File: src/rtl/led_matrix_scanner_if.sv
// Pin-side bundle for led_matrix_scanner: serial pixel input, scan enable and
// the row/column drive outputs.
interface led_matrix_scanner_if #(
  parameter int ROWS = 8,
  parameter int COLS = 8
);
  logic            ena;
  logic            din;
  logic            dclk;
  logic            strobe;
  logic [ROWS-1:0] row_out;
  logic [COLS-1:0] col_sel;
  logic            frame_start;
  logic            pending;

  modport master (
    output ena, din, dclk, strobe,
    input  row_out, col_sel, frame_start, pending
  );

  modport slave (
    input  ena, din, dclk, strobe,
    output row_out, col_sel, frame_start, pending
  );
endinterface

File: src/rtl/led_matrix_scanner.sv
// Parametrised LED-matrix scanner: serial shift-in, strobe capture, tear-free
// frame-boundary load and blanked column scanning.
// Define LED_MATRIX_ACTIVE_LOW_COL_EN for an active-low col_sel.
module led_matrix_scanner #(
  parameter int ROWS         = 8,
  parameter int COLS         = 8,
  parameter int DWELL_CYCLES = 256,
  parameter int BLANK_CYCLES = 32,
  parameter int SYNC_STAGES  = 2
) (
  input logic                 clk,
  input logic                 rst_n,
  led_matrix_scanner_if.slave bus
);

  localparam int N            = ROWS * COLS;
  localparam int DRIVE_CYCLES = DWELL_CYCLES - BLANK_CYCLES;
  localparam int CNT_W        = $clog2(DWELL_CYCLES);
  localparam int COL_W        = (COLS > 1) ? $clog2(COLS) : 1;

  localparam logic [CNT_W-1:0] BLANK_LAST = CNT_W'(BLANK_CYCLES - 1);
  localparam logic [CNT_W-1:0] DRIVE_LAST = CNT_W'(DRIVE_CYCLES - 1);
  localparam logic [COL_W-1:0] COL_LAST   = COL_W'(COLS - 1);

`ifdef LED_MATRIX_ACTIVE_LOW_COL_EN
  localparam logic COL_INV = 1'b1;
`else
  localparam logic COL_INV = 1'b0;
`endif
  localparam logic [COLS-1:0] COL_IDLE = {COLS{COL_INV}};

  typedef enum logic {BLANK, DRIVE} phase_e;

  typedef struct packed {
    phase_e           phase;
    logic [COL_W-1:0] col;
    logic [CNT_W-1:0] cnt;
    logic             run;   // 0 until the first enabled edge opens a frame
  } scan_t;

  // ---------------------------------------------------------------------
  // Input synchronisers and edge detection
  // ---------------------------------------------------------------------
  logic [SYNC_STAGES-1:0] din_sync, dclk_sync, strobe_sync;
  logic                   dclk_d, strobe_d;
  logic                   din_s, dclk_rise, strobe_rise;

  always_ff @(posedge clk or negedge rst_n) begin
    if (!rst_n) begin
      din_sync    <= '0;
      dclk_sync   <= '0;
      strobe_sync <= '0;
      dclk_d      <= 1'b0;
      strobe_d    <= 1'b0;
    end else begin
      din_sync    <= {din_sync[SYNC_STAGES-2:0], bus.din};
      dclk_sync   <= {dclk_sync[SYNC_STAGES-2:0], bus.dclk};
      strobe_sync <= {strobe_sync[SYNC_STAGES-2:0], bus.strobe};
      dclk_d      <= dclk_sync[SYNC_STAGES-1];
      strobe_d    <= strobe_sync[SYNC_STAGES-1];
    end
  end

  assign din_s       = din_sync[SYNC_STAGES-1];
  assign dclk_rise   = dclk_sync[SYNC_STAGES-1] & ~dclk_d;
  assign strobe_rise = strobe_sync[SYNC_STAGES-1] & ~strobe_d;

  // ---------------------------------------------------------------------
  // Scan FSM
  // ---------------------------------------------------------------------
  scan_t state_q, state_d;
  logic  boundary;

  always_ff @(posedge clk or negedge rst_n) begin
    if (!rst_n) state_q <= '{phase: BLANK, col: '0, cnt: '0, run: 1'b0};
    else        state_q <= state_d;
  end

  always_comb begin
    // NOTE: every combinational output gets a default first so no path leaves it unassigned (no latch).
    state_d  = state_q;
    boundary = 1'b0;
    if (!bus.ena) begin
      state_d = '{phase: BLANK, col: '0, cnt: '0, run: 1'b0};
    end else if (!state_q.run) begin
      state_d  = '{phase: BLANK, col: '0, cnt: '0, run: 1'b1};
      boundary = 1'b1;
    end else if (state_q.phase == BLANK) begin
      if (state_q.cnt == BLANK_LAST) begin
        state_d.phase = DRIVE;
        state_d.cnt   = '0;
      end else begin
        state_d.cnt = state_q.cnt + CNT_W'(1);
      end
    end else begin
      if (state_q.cnt == DRIVE_LAST) begin
        state_d.phase = BLANK;
        state_d.cnt   = '0;
        if (state_q.col == COL_LAST) begin
          state_d.col = '0;
          boundary    = 1'b1;
        end else begin
          state_d.col = state_q.col + COL_W'(1);
        end
      end else begin
        state_d.cnt = state_q.cnt + CNT_W'(1);
      end
    end
  end

  // ---------------------------------------------------------------------
  // Input chain, shadow capture and display buffer
  // ---------------------------------------------------------------------
  logic [N-1:0] chain, shadow, vbuf;
  logic         pending_q;

  // NOTE: the pixel buffers are plain registers, so they take the async reset like any other state.
  always_ff @(posedge clk or negedge rst_n) begin
    if (!rst_n) begin
      chain     <= '0;
      shadow    <= '0;
      vbuf      <= '0;
      pending_q <= 1'b0;
    end else begin
      // NOTE: non-blocking updates mean a same-cycle capture sees the pre-shift chain.
      if (dclk_rise) chain <= {chain[N-2:0], din_s};
      // A capture in the boundary cycle wins; the fresh shadow loads one frame later.
      if (strobe_rise) begin
        shadow    <= chain;
        pending_q <= 1'b1;
      end else if (boundary && pending_q) begin
        vbuf      <= shadow;
        pending_q <= 1'b0;
      end
    end
  end

  // ---------------------------------------------------------------------
  // Registered outputs
  // ---------------------------------------------------------------------
  logic [ROWS-1:0] row_q;
  logic [COLS-1:0] col_q;
  logic            fs_q;
  logic [COLS-1:0] col_onehot;

  assign col_onehot = COLS'(1) << state_d.col;

  always_ff @(posedge clk or negedge rst_n) begin
    if (!rst_n) begin
      row_q <= '0;
      col_q <= COL_IDLE;
      fs_q  <= 1'b0;
    end else begin
      fs_q <= boundary;
      if (state_d.phase == DRIVE) begin
        row_q <= vbuf[int'(state_d.col) * ROWS +: ROWS];
        col_q <= col_onehot ^ COL_IDLE;
      end else begin
        row_q <= '0;
        col_q <= COL_IDLE;
      end
    end
  end

  assign bus.row_out     = row_q;
  assign bus.col_sel     = col_q;
  assign bus.frame_start = fs_q;
  assign bus.pending     = pending_q;

endmodule

File: src/flat_wrapper.sv
// flat-port wrapper written by rule: the top's interface ports become plain ports
module led_matrix_scanner_flat 
#(
  parameter int ROWS         = 8,
  parameter int COLS         = 8,
  parameter int DWELL_CYCLES = 256,
  parameter int BLANK_CYCLES = 32,
  parameter int SYNC_STAGES  = 2
)
  (clk, rst_n, bus_ena, bus_din, bus_dclk, bus_strobe, bus_row_out, bus_col_sel, bus_frame_start, bus_pending);
  led_matrix_scanner_if #(.ROWS(ROWS), .COLS(COLS)) bus_i ();
  input logic clk;
  input logic rst_n;
  input wire logic [$bits(bus_i.ena)-1:0] bus_ena;
  input wire logic [$bits(bus_i.din)-1:0] bus_din;
  input wire logic [$bits(bus_i.dclk)-1:0] bus_dclk;
  input wire logic [$bits(bus_i.strobe)-1:0] bus_strobe;
  output wire logic [$bits(bus_i.row_out)-1:0] bus_row_out;
  output wire logic [$bits(bus_i.col_sel)-1:0] bus_col_sel;
  output wire logic [$bits(bus_i.frame_start)-1:0] bus_frame_start;
  output wire logic [$bits(bus_i.pending)-1:0] bus_pending;
  assign bus_i.ena = bus_ena;
  assign bus_i.din = bus_din;
  assign bus_i.dclk = bus_dclk;
  assign bus_i.strobe = bus_strobe;
  assign bus_row_out = bus_i.row_out;
  assign bus_col_sel = bus_i.col_sel;
  assign bus_frame_start = bus_i.frame_start;
  assign bus_pending = bus_i.pending;
  led_matrix_scanner #(.ROWS(ROWS), .COLS(COLS), .DWELL_CYCLES(DWELL_CYCLES), .BLANK_CYCLES(BLANK_CYCLES), .SYNC_STAGES(SYNC_STAGES)) u_core (.clk(clk), .rst_n(rst_n), .bus(bus_i));
endmodule
File: config.mk
export PLATFORM = sky130hd
export DESIGN_NAME = led_matrix_scanner_flat
export DESIGN_NICKNAME = d
export VERILOG_FILES = /design/src/rtl/led_matrix_scanner_if.sv /design/src/rtl/led_matrix_scanner.sv /design/src/flat_wrapper.sv
export SDC_FILE = /design/constraint.sdc
export NUM_CORES = 1
export LEC_CHECK = 0
export CORE_UTILIZATION = 50
export DETAILED_ROUTE_END_ITERATION = 12
export PLACE_DENSITY = 0.74
export SYNTH_ARGS = -nofsm -noshare
export SYNTH_HDL_FRONTEND = slang
export SYNTH_SLANG_ARGS = --single-unit
File: constraint.sdc
create_clock -name clk -period 2.2 [get_ports clk]
set_clock_uncertainty 0.15 [all_clocks]
set_input_delay 0.22 -clock clk [delete_from_list [all_inputs] [get_ports clk]]
set_output_delay 0.22 -clock clk [all_outputs]
set_load 0.01 [all_outputs]
# ---- Word level (Yosys, flattened, before mapping)
# Index checks and enable logic that the tools add are counted.
dict set report totals {
  wordCells 50
  inputBits 6
  out_inout_bits 18
  ff_bits 231
}
dict set report classes {
  n_eq_ne 3
  n_reduce_logical 3
  n_shift 2
  bitwise 5
  muxes 19
  n_addsub 2
}
# op count
set ops {}
lappend ops {{variable part select 64 x 7 -> 8 bit} 1}
lappend ops {{two-way mux 8 bit} 5}
lappend ops {{two-way mux 13 bit} 1}
lappend ops {{two-way mux 12 bit} 1}
lappend ops {{two-way mux 1 bit} 9}
lappend ops {{adder 8 x 1 -> 8 bit, second input constant} 1}
lappend ops {{== test 8 x 5 -> 1 bit, second input constant} 1}
lappend ops {{== test 8 bit, second input constant} 1}
lappend ops {{left shift 1 x 3 -> 8 bit, first input constant} 1}
lappend ops {{two-way mux 3 bit} 2}
lappend ops {{two-way mux 4 bit} 1}
lappend ops {{adder 3 x 1 -> 3 bit, second input constant} 1}
lappend ops {{== test 3 bit, second input constant} 1}
lappend ops {{NOT 1 bit} 3}
lappend ops {{AND 1 bit} 2}
lappend ops {{AND reduction 2 bit} 1}
lappend ops {{nonzero test 2 bit} 1}
lappend ops {{logical AND 1 bit} 1}

# ---- Longest topological paths before layout
dict set report depth {
  word_depth 9
  depth_mapped 9
  mapped_depth_nobuf 8
}

# ---- Worst setup path after synthesis
# No wires, ideal clock.
dict set report synth_path {
  kind {reg-to-reg}
  startpoint {register u_core.state_q[10] in the netlist's numbering}
  endpoint {register u_core.row_q[6] (netlist: u_core.bus.row_out[6])}
  n_path_buf 1
  setup_slack_ns -0.009
  setup_ns 0.127
  path_stages_with_launch 10
  arrival_time_ns 1.932
  synth_period_minus_slack_ns 2.209
  path_cell_list {dfrtp_1 > ha_1 > ha_1 > and4b_1 > nand3_1 > o21a_2 > buf_6 > mux2i_1 > a211oi_1 > or2_2}
}
dict set report synth_between {
  elab_chain_len 8
}
# element line
set synth_lines {}
lappend synth_lines {{from (decl)} led_matrix_scanner.sv:71} ;# scan_t state_q, state_d;
lappend synth_lines {{from (signal assigned)} led_matrix_scanner.sv:75} ;# if (!rst_n) state_q <= '{phase: BLANK, col: '0, cnt: '0, run: 1'b0};
lappend synth_lines {{from (signal assigned)} led_matrix_scanner.sv:76} ;# else state_q <= state_d;
lappend synth_lines {{adder 3 x 1 -> 3 bit / == test 3 bit (equally long branches)} {led_matrix_scanner.sv:103, led_matrix_scanner.sv:99}}
lappend synth_lines {{two-way mux 3 bit} led_matrix_scanner.sv:99} ;# if (state_q.col == COL_LAST) begin
lappend synth_lines {{two-way mux 4 bit} led_matrix_scanner.sv:96} ;# if (state_q.cnt == DRIVE_LAST) begin
lappend synth_lines {{two-way mux 3 bit (*)} led_matrix_scanner.sv:88} ;# end else if (state_q.phase == BLANK) begin
lappend synth_lines {{two-way mux 12 bit (*)} led_matrix_scanner.sv:85} ;# end else if (!state_q.run) begin
lappend synth_lines {{two-way mux 13 bit (*)} led_matrix_scanner.sv:83} ;# if (!bus.ena) begin
lappend synth_lines {{variable part select 64 x 7 -> 8 bit (*)} led_matrix_scanner.sv:156} ;# row_q <= vbuf[int'(state_d.col) * ROWS +: ROWS];
lappend synth_lines {{two-way mux 8 bit (*)} led_matrix_scanner.sv:155} ;# if (state_d.phase == DRIVE) begin
lappend synth_lines {{to (signal assigned)} led_matrix_scanner.sv:156}
lappend synth_lines {{to (decl)} led_matrix_scanner.sv:141} ;# logic [ROWS-1:0] row_q;
# Every way passes the cells marked *; elsewhere a longest branch is shown, timed or not.
# A chain may end at the register's enable or synchronous reset.

# ---- Worst setup path in the final report
dict set report layout_path {
  startpoint {register u_core.state_q[10] in the netlist's numbering}
  endpoint {register u_core.row_q[0] (netlist: u_core.bus.row_out[0])}
}
# Same word-level chain as after synthesis.

==> impl_metrics.json <==
{
  "outcome": "finished, violations left",
  "violations": "setup timing",
  "grt_max_degree": 66,
  "crit_path_start_kind": "flip-flop",
  "cts_buffers": 24,
  "synthDistinctLibCells": 48,
  "layout_commonest_cell": "dfrtp_1",
  "crit_arrival_ns": 2.59,
  "dp_cells": 997,
  "instances_no_fill": 1060,
  "rows": 49,
  "path_class": "flip-flop to flip-flop",
  "ys_seq_area_share_pct": 61.3,
  "cts.sinks": 231,
  "grt-ovfl-total": 0,
  "drt_wl_total_mm": 20.8,
  "drv_cap": 0,
  "max_stage_delay_ns": 0.41,
  "antenna_found_initial": 1,
  "setup_violations": 30,
  "htree_levels": 1,
  "hold_viol_final": 0,
  "avgSynthCellArea_um2": 12.8,
  "tritoncts": "done",
  "synth_area_mm2": 0.00943,
  "cts_buffer_depth": 3,
  "yosys.area.top_type": "dfrtp_1",
  "worstHoldPathType": "input pin to async pin",
  "path_clk_slew_ns": 0.06,
  "track_usage_pct": 21.8,
  "worstRegToRegCells": 9,
  "ant_nets": 0,
  "fin_nets": 826,
  "layout_setup_ws_ns": -0.138,
  "routabilityCongestion": 0.883,
  "core_region_area_mm2": 0.0182,
  "grt_pass1_vias": 6210,
  "boundaryPins": 24,
  "power.density_mw_per_mm2": 844,
  "rsz0062_at_grt": "yes",
  "required_ns": 2.45,
  "wl_met1_mm": 9.27,
  "fp.dieW_um": 139,
  "cts_root_buf": "clkbuf_16",
  "start_util_pct": 51.8,
  "synth_edf_count": 0,
  "worstPathMaxFanout": 8,
  "hpwlAfterDp_mm": 12.3,
  "synthToLayoutAreaGrowth_pct": 22.0,
  "mostFrequentLayoutCells": "dfrtp_1, nand2_1, mux2_2",
  "antennaDiodeCount": 0,
  "slowest_stage": "dfrtp_1",
  "wl_met2_mm": 10.1,
  "ys_ff_latch": 231,
  "total_power_mw": 9.71,
  "wl_per_cell_um": 19.7,
  "grt_pass1_wl_mm": 33.6,
  "drc": 0,
  "dr.pass1.iters": 4,
  "endpoint_kind": "flip-flop",
  "crit_path_cell_trace": "ha_4, ha_4, and4b_2, nand3_4, o21a_4, buf_12, mux2i_1, mux2i_1, o22a_1",
  "fin_crit_ns": 2.34,
  "fp.dieArea_mm2": 0.0194,
  "maxSlewViolCount": 0,
  "port_buffers": 23,
  "clk_latency_ns": 0.51,
  "async_reset_ff_share_pct": 100,
  "top_layer": "met4",
  "drive_gt1_share_pct": 32.1,
  "finalCritPeriodShare_pct": 106,
  "tightest_slew_ns": 0.705,
  "fp.dieH_um": 139,
  "fmax_mhz": 428,
  "syn-instance-count": 735,
  "synthesis.nets": 744,
  "fin_hold_ws_ns": 0.0936,
  "leakage_nw": 6.02,
  "synth_top_cell_area_share_pct": 61.3,
  "peakVddDrop_mv": 0.570,
  "viasPerCell": 5.54,
  "wl_met3_um": 983,
  "num_vias": 5873,
  "relSlewSlack_pct": 53.0,
  "fillers": 1289,
  "synthTopCellsByArea": "dfrtp_1, mux2_4, mux2_2",
  "drtIter0Drc": 440,
  "yosysWarnings": 0,
  "synth_flop_cell": "dfrtp_1"
}
[repair_timing]
item,CTS,global route
endpoints found under the hold margin,114,0
endpoints found under the setup margin,74,80
pin swaps,10,16
hold buffers,4,0
setup buffers,8,2
cloned,6,3
resized for setup,25,16
[final timing paths]
check	startpoint	endpoint	slack, ns
worst max-delay path	u_core.state_q[10]	u_core.bus.row_out[0]	-0.14
worst min-delay path	rst_n	u_core.din_sync[1]	0.09
worst max register to register	u_core.state_q[10]	u_core.bus.row_out[0]	-0.14
worst min register to register	u_core.din_sync[0]	u_core.din_sync[1]	0.20
max in group asynchronous	rst_n	u_core.state_q[8]	1.08
min in group clk	u_core.din_sync[0]	u_core.din_sync[1]	0.20
[final cells by class]
| cell class | instances | area [um^2] | share of cell area [%] |
|---|---|---|---|
| clock inverters | 8 | 70.1 | 0.609 |
| clock buffers | 32 | 702 | 6.10 |
| repair buffers | 91 | 1050 | 9.16 |
| inverters | 6 | 22.5 | 0.196 |
| well taps | 229 | 287 | 2.49 |
| flip-flops and latches | 231 | 5780 | 50.2 |
| multi-input cells | 463 | 3590 | 31.2 |
[power by group]
group / total [mW] / internal, mW / switching (mW) / leakage [nW]
clock: 3.94 / 2.34 / 1.60 / 0.380
sequential: 4.90 / 4.60 / 0.292 / 3.15
combinational: 0.879 / 0.479 / 0.400 / 2.49
total: 9.71 / 7.42 / 2.29 / 6.02
[registers in the layout (all words and copies together), names as in the netlist]
| name | flops |
|---|---|
| u_core.dclk_d | 1 |
| u_core.state_q | 13 |
| u_core.strobe_d | 1 |
| u_core.strobe_sync | 2 |
| u_core.din_sync | 2 |
| u_core.bus.pending | 1 |
| u_core.bus.row_out | 8 |
| u_core.vbuf | 64 |
| u_core.bus.frame_start | 1 |
| u_core.shadow | 64 |
| u_core.dclk_sync | 2 |
| u_core.bus.col_sel | 8 |
| u_core.chain | 64 |
[cells in the mapped netlist (4+ instances only)]
cell      count
dfrtp_1     231
nand2_1     202
mux2_2       72
mux2_4       60
mux2i_1      21
nor2_1       19
clkbuf_1     14
buf_1         8
buf_6         7
nand3_1       7
o22a_1        7
o22ai_1       7
buf_2         5
inv_1         5
nor2b_1       5
a211oi_1      4
o211ai_1      4
o221ai_1      4
[critical path: cells and delay by family (launching register included)]
| family | cells | cell delay, ns |
|---|---|---|
| and+or+nand+nor | 2 | 0.45 |
| DFF | 1 | 0.41 |
| adders and majority gates | 2 | 0.34 |
| AOI/OAI and AO/OA | 2 | 0.39 |
| buffers and inverters | 1 | 0.15 |
| muxes | 2 | 0.34 |
[cell families (layout without fill, tap and decap cells)]
group                      after synthesis  after routing  share of synthesized area [%]
AOI/OAI and AO/OA                       44             44                           3.55
DFF                                    231            231                           61.3
adders and majority gates                3              3                          0.398
xor gates and xnor gates                 6              6                          0.557
buffers and inverters                   41            137                           2.29
and+or+nand+nor                        257            257                           11.6
muxes                                  153            153                           20.4
[metal layers]
layer / up-vias / GRT usage (%)
li1: 2655 / -
met1: 3046 / 30.9
met2: 132 / 35.2
met3: 40 / 2.99
met4: 0 / 6.55
met5: - / 0
[metrics by stage]
stage | util [%] | worst slack, ns | TNS [ns] | area [um^2]
finish | 63.2 | -0.138 | -0.951 | 11500
floorplan | - | 0.0190 | 0 | 9440
global placement | 56.1 | -0.141 | -0.492 | 10200
detailed placement | 56.1 | -0.189 | -1.13 | 10200
global route | 63.2 | -0.199 | -3.42 | 11500
CTS | 62.4 | -0.0721 | -2.02 | 11400
Note: power is estimated with default switching activity, not from simulation.
==> variant (config.mk and constraints unchanged) <==
`COLS` is set to 8 in 3 places; all go to 16.
--- a/src/rtl/led_matrix_scanner_if.sv
+++ b/src/rtl/led_matrix_scanner_if.sv
@@ -3,5 +3,5 @@
 interface led_matrix_scanner_if #(
   parameter int ROWS = 8,
-  parameter int COLS = 8
+  parameter int COLS = 16
 );
   logic            ena;
--- a/src/rtl/led_matrix_scanner.sv
+++ b/src/rtl/led_matrix_scanner.sv
@@ -4,5 +4,5 @@
 module led_matrix_scanner #(
   parameter int ROWS         = 8,
-  parameter int COLS         = 8,
+  parameter int COLS         = 16,
   parameter int DWELL_CYCLES = 256,
   parameter int BLANK_CYCLES = 32,
--- a/src/flat_wrapper.sv
+++ b/src/flat_wrapper.sv
@@ -3,5 +3,5 @@
 #(
   parameter int ROWS         = 8,
-  parameter int COLS         = 8,
+  parameter int COLS         = 16,
   parameter int DWELL_CYCLES = 256,
   parameter int BLANK_CYCLES = 32,
Ports: changed (resized bus_col_sel); port bits go from 24 to 32. No check against the original RTL was run, so the function may have changed too.
==> variant against the original RTL <==
The run still ends with setup timing left. Wire length rose by 88%. Sequential share of layout area rose by 1.4 points. Total power grew 77%. Cell count grew 88%. Hold slack improved by 0.012 ns. Combinational power rose by 30%. Sequential cell count grew 201. Cell area is 82% higher. Area after synthesis grew 81%. Sequential power rose by 75%. Setup slack got worse by 0.10 ns. Maximum frequency shrank 4.2%. First-iteration DRC count is 110% higher. Count of clock-buffer cells in the layout increased by 36. Critical path type unchanged.
==> variant: results (changes against the original RTL) <==
Adder-Cell Fraction of Synth Area=0.1467% (-0.25 points); All-Layer GR Usage=22.78% (+0.94 points); post-CTS sizing=78 (+210%); outcome=finished, violations left; sequential fraction of the synthesis area=63.37% (+2.1 points); Static Leak=0.01060 µW (+76%); critical path arrival=2.72 ns (+0.13 ns); mux cell area share after synthesis=18.62% (-1.7 points); final setup violation count=148 (+390%); first-pass GRT wire length=62.14 mm (+85%); Total Wirelength=39.22 mm (+88%); setup bufs post-CTS=14 (+6); Placer Congestion=0.9085 (+2.9%); Met3 Wirelength=1.850 mm (+88%); initial antenna violation count=1 (unchanged); Port Buf Inserts=31 (+35%); r2r startpoint=u_core.state_q[9]; Skew-Pair Late Insertion Delay=0.56 ns (+0.05 ns); highest routed layer=met4; failing checks=setup timing; CP peak stage delay=0.43 ns (+0.02 ns); XOR/XNOR share of the synthesized area=0.3081% (-0.25 points); Final HPWL DP=24.23 mm (+97%); Synth Area per Inst=12.35 µm² (-3.8%); TritonCTS buffer count=45 (+88%); via-per-instance ratio=5.465 (-1.4%); first drt pass iteration count=7 (+3); met2 Track Usage GR=35.76% (+0.56 points); maximum number of pins on one net before global-route repair=130 (+97%); met1 WL=17.45 mm (+88%); hold slack=0.1051 ns (+0.01152 ns); Synth warnings=0 (unchanged); slowest cell on the critical path=dfrtp_2; maximum VDD drop=0.6877 mV (+21%); ratio of cells with drive above 1 in the final layout=34.67% (+2.5 points); Root Buffer=clkbuf_16; Slew @ Worst Pin=0.6650 ns (-0.03979 ns); Synth cell types=55 (+15%); Nets=1,516 (+84%); starting DRC count in detailed routing=912 (+110%); kind of cell adding the most delay to the critical path=simple AND/OR/NAND/NOR gates; Fin Setup TNS=-19.23 ns (-18.28 ns); biggest regs=u_core.chain: 128 flops, u_core.shadow: 128 flops, u_core.vbuf: 128 flops; vias in the first global route=11.12k (+79%); placed instance count=1,880 (+89%); GR Layer Usage met1=31.98% (+1.1 points); Compound-Gate Fraction of Synth Area=3.535% (-0.019 points); dominant cells by area after synthesis=dfrtp_1 63%, mux2_2 18%, nand2_1 9.3%, clkbuf_1 0.99%, buf_2 0.73%; synth cell count leaders=432 x dfrtp_1, 421 x nand2_1, 267 x mux2_2; M3 GR Usage=3.874% (+0.88 points); DP Worst Slack=-0.4774 ns (-0.2887 ns); Area after DPL=18,620 µm² (+82%); Mapped Nets=1,389 (+87%); htree depth=2 (+1); worst setup margin=-0.2402 ns (-0.1019 ns); average wire per standard cell=19.69 µm (+0.16%); Met2 Wirelength=18.71 mm (+86%); FF-to-FF End=u_core.bus.row_out[1]
-- variant: layout make-up --
class / instances / area (µm²)
tap: 448 / 560.5
sequential: 432 / 10810
antenna: 1 / 2.502
fill: 2547 / 12600
timing repair buffer: 153 / 1683
inverter: 7 / 33.78
multi-input combinational: 869 / 6379
clock inverter: 14 / 133.9
clock buffer: 68 / 1323
-- variant: how the worst max path moves through the flow --
stage	end	slack, ns	startpoint	cells after the start
final	u_core.bus.row_out[1]	-0.24	u_core.state_q[9]	9
after global routing	u_core.bus.row_out[1]	-0.30	u_core.state_q[9]	9
after CTS	u_core.bus.row_out[7]	-0.21	u_core.state_q[1]	8
after detailed placement	u_core.bus.row_out[1]	-0.48	bus_ena	7
after global placement	u_core.bus.row_out[1]	-0.37	bus_ena	7
after floorplan	u_core.bus.row_out[2]	-0.22	u_core.state_q[1]	9
-- variant: report_power, final --
part	switching, µW	internal [µW]
clock	3040	4390
combinational	598	547
sequential	286	8300
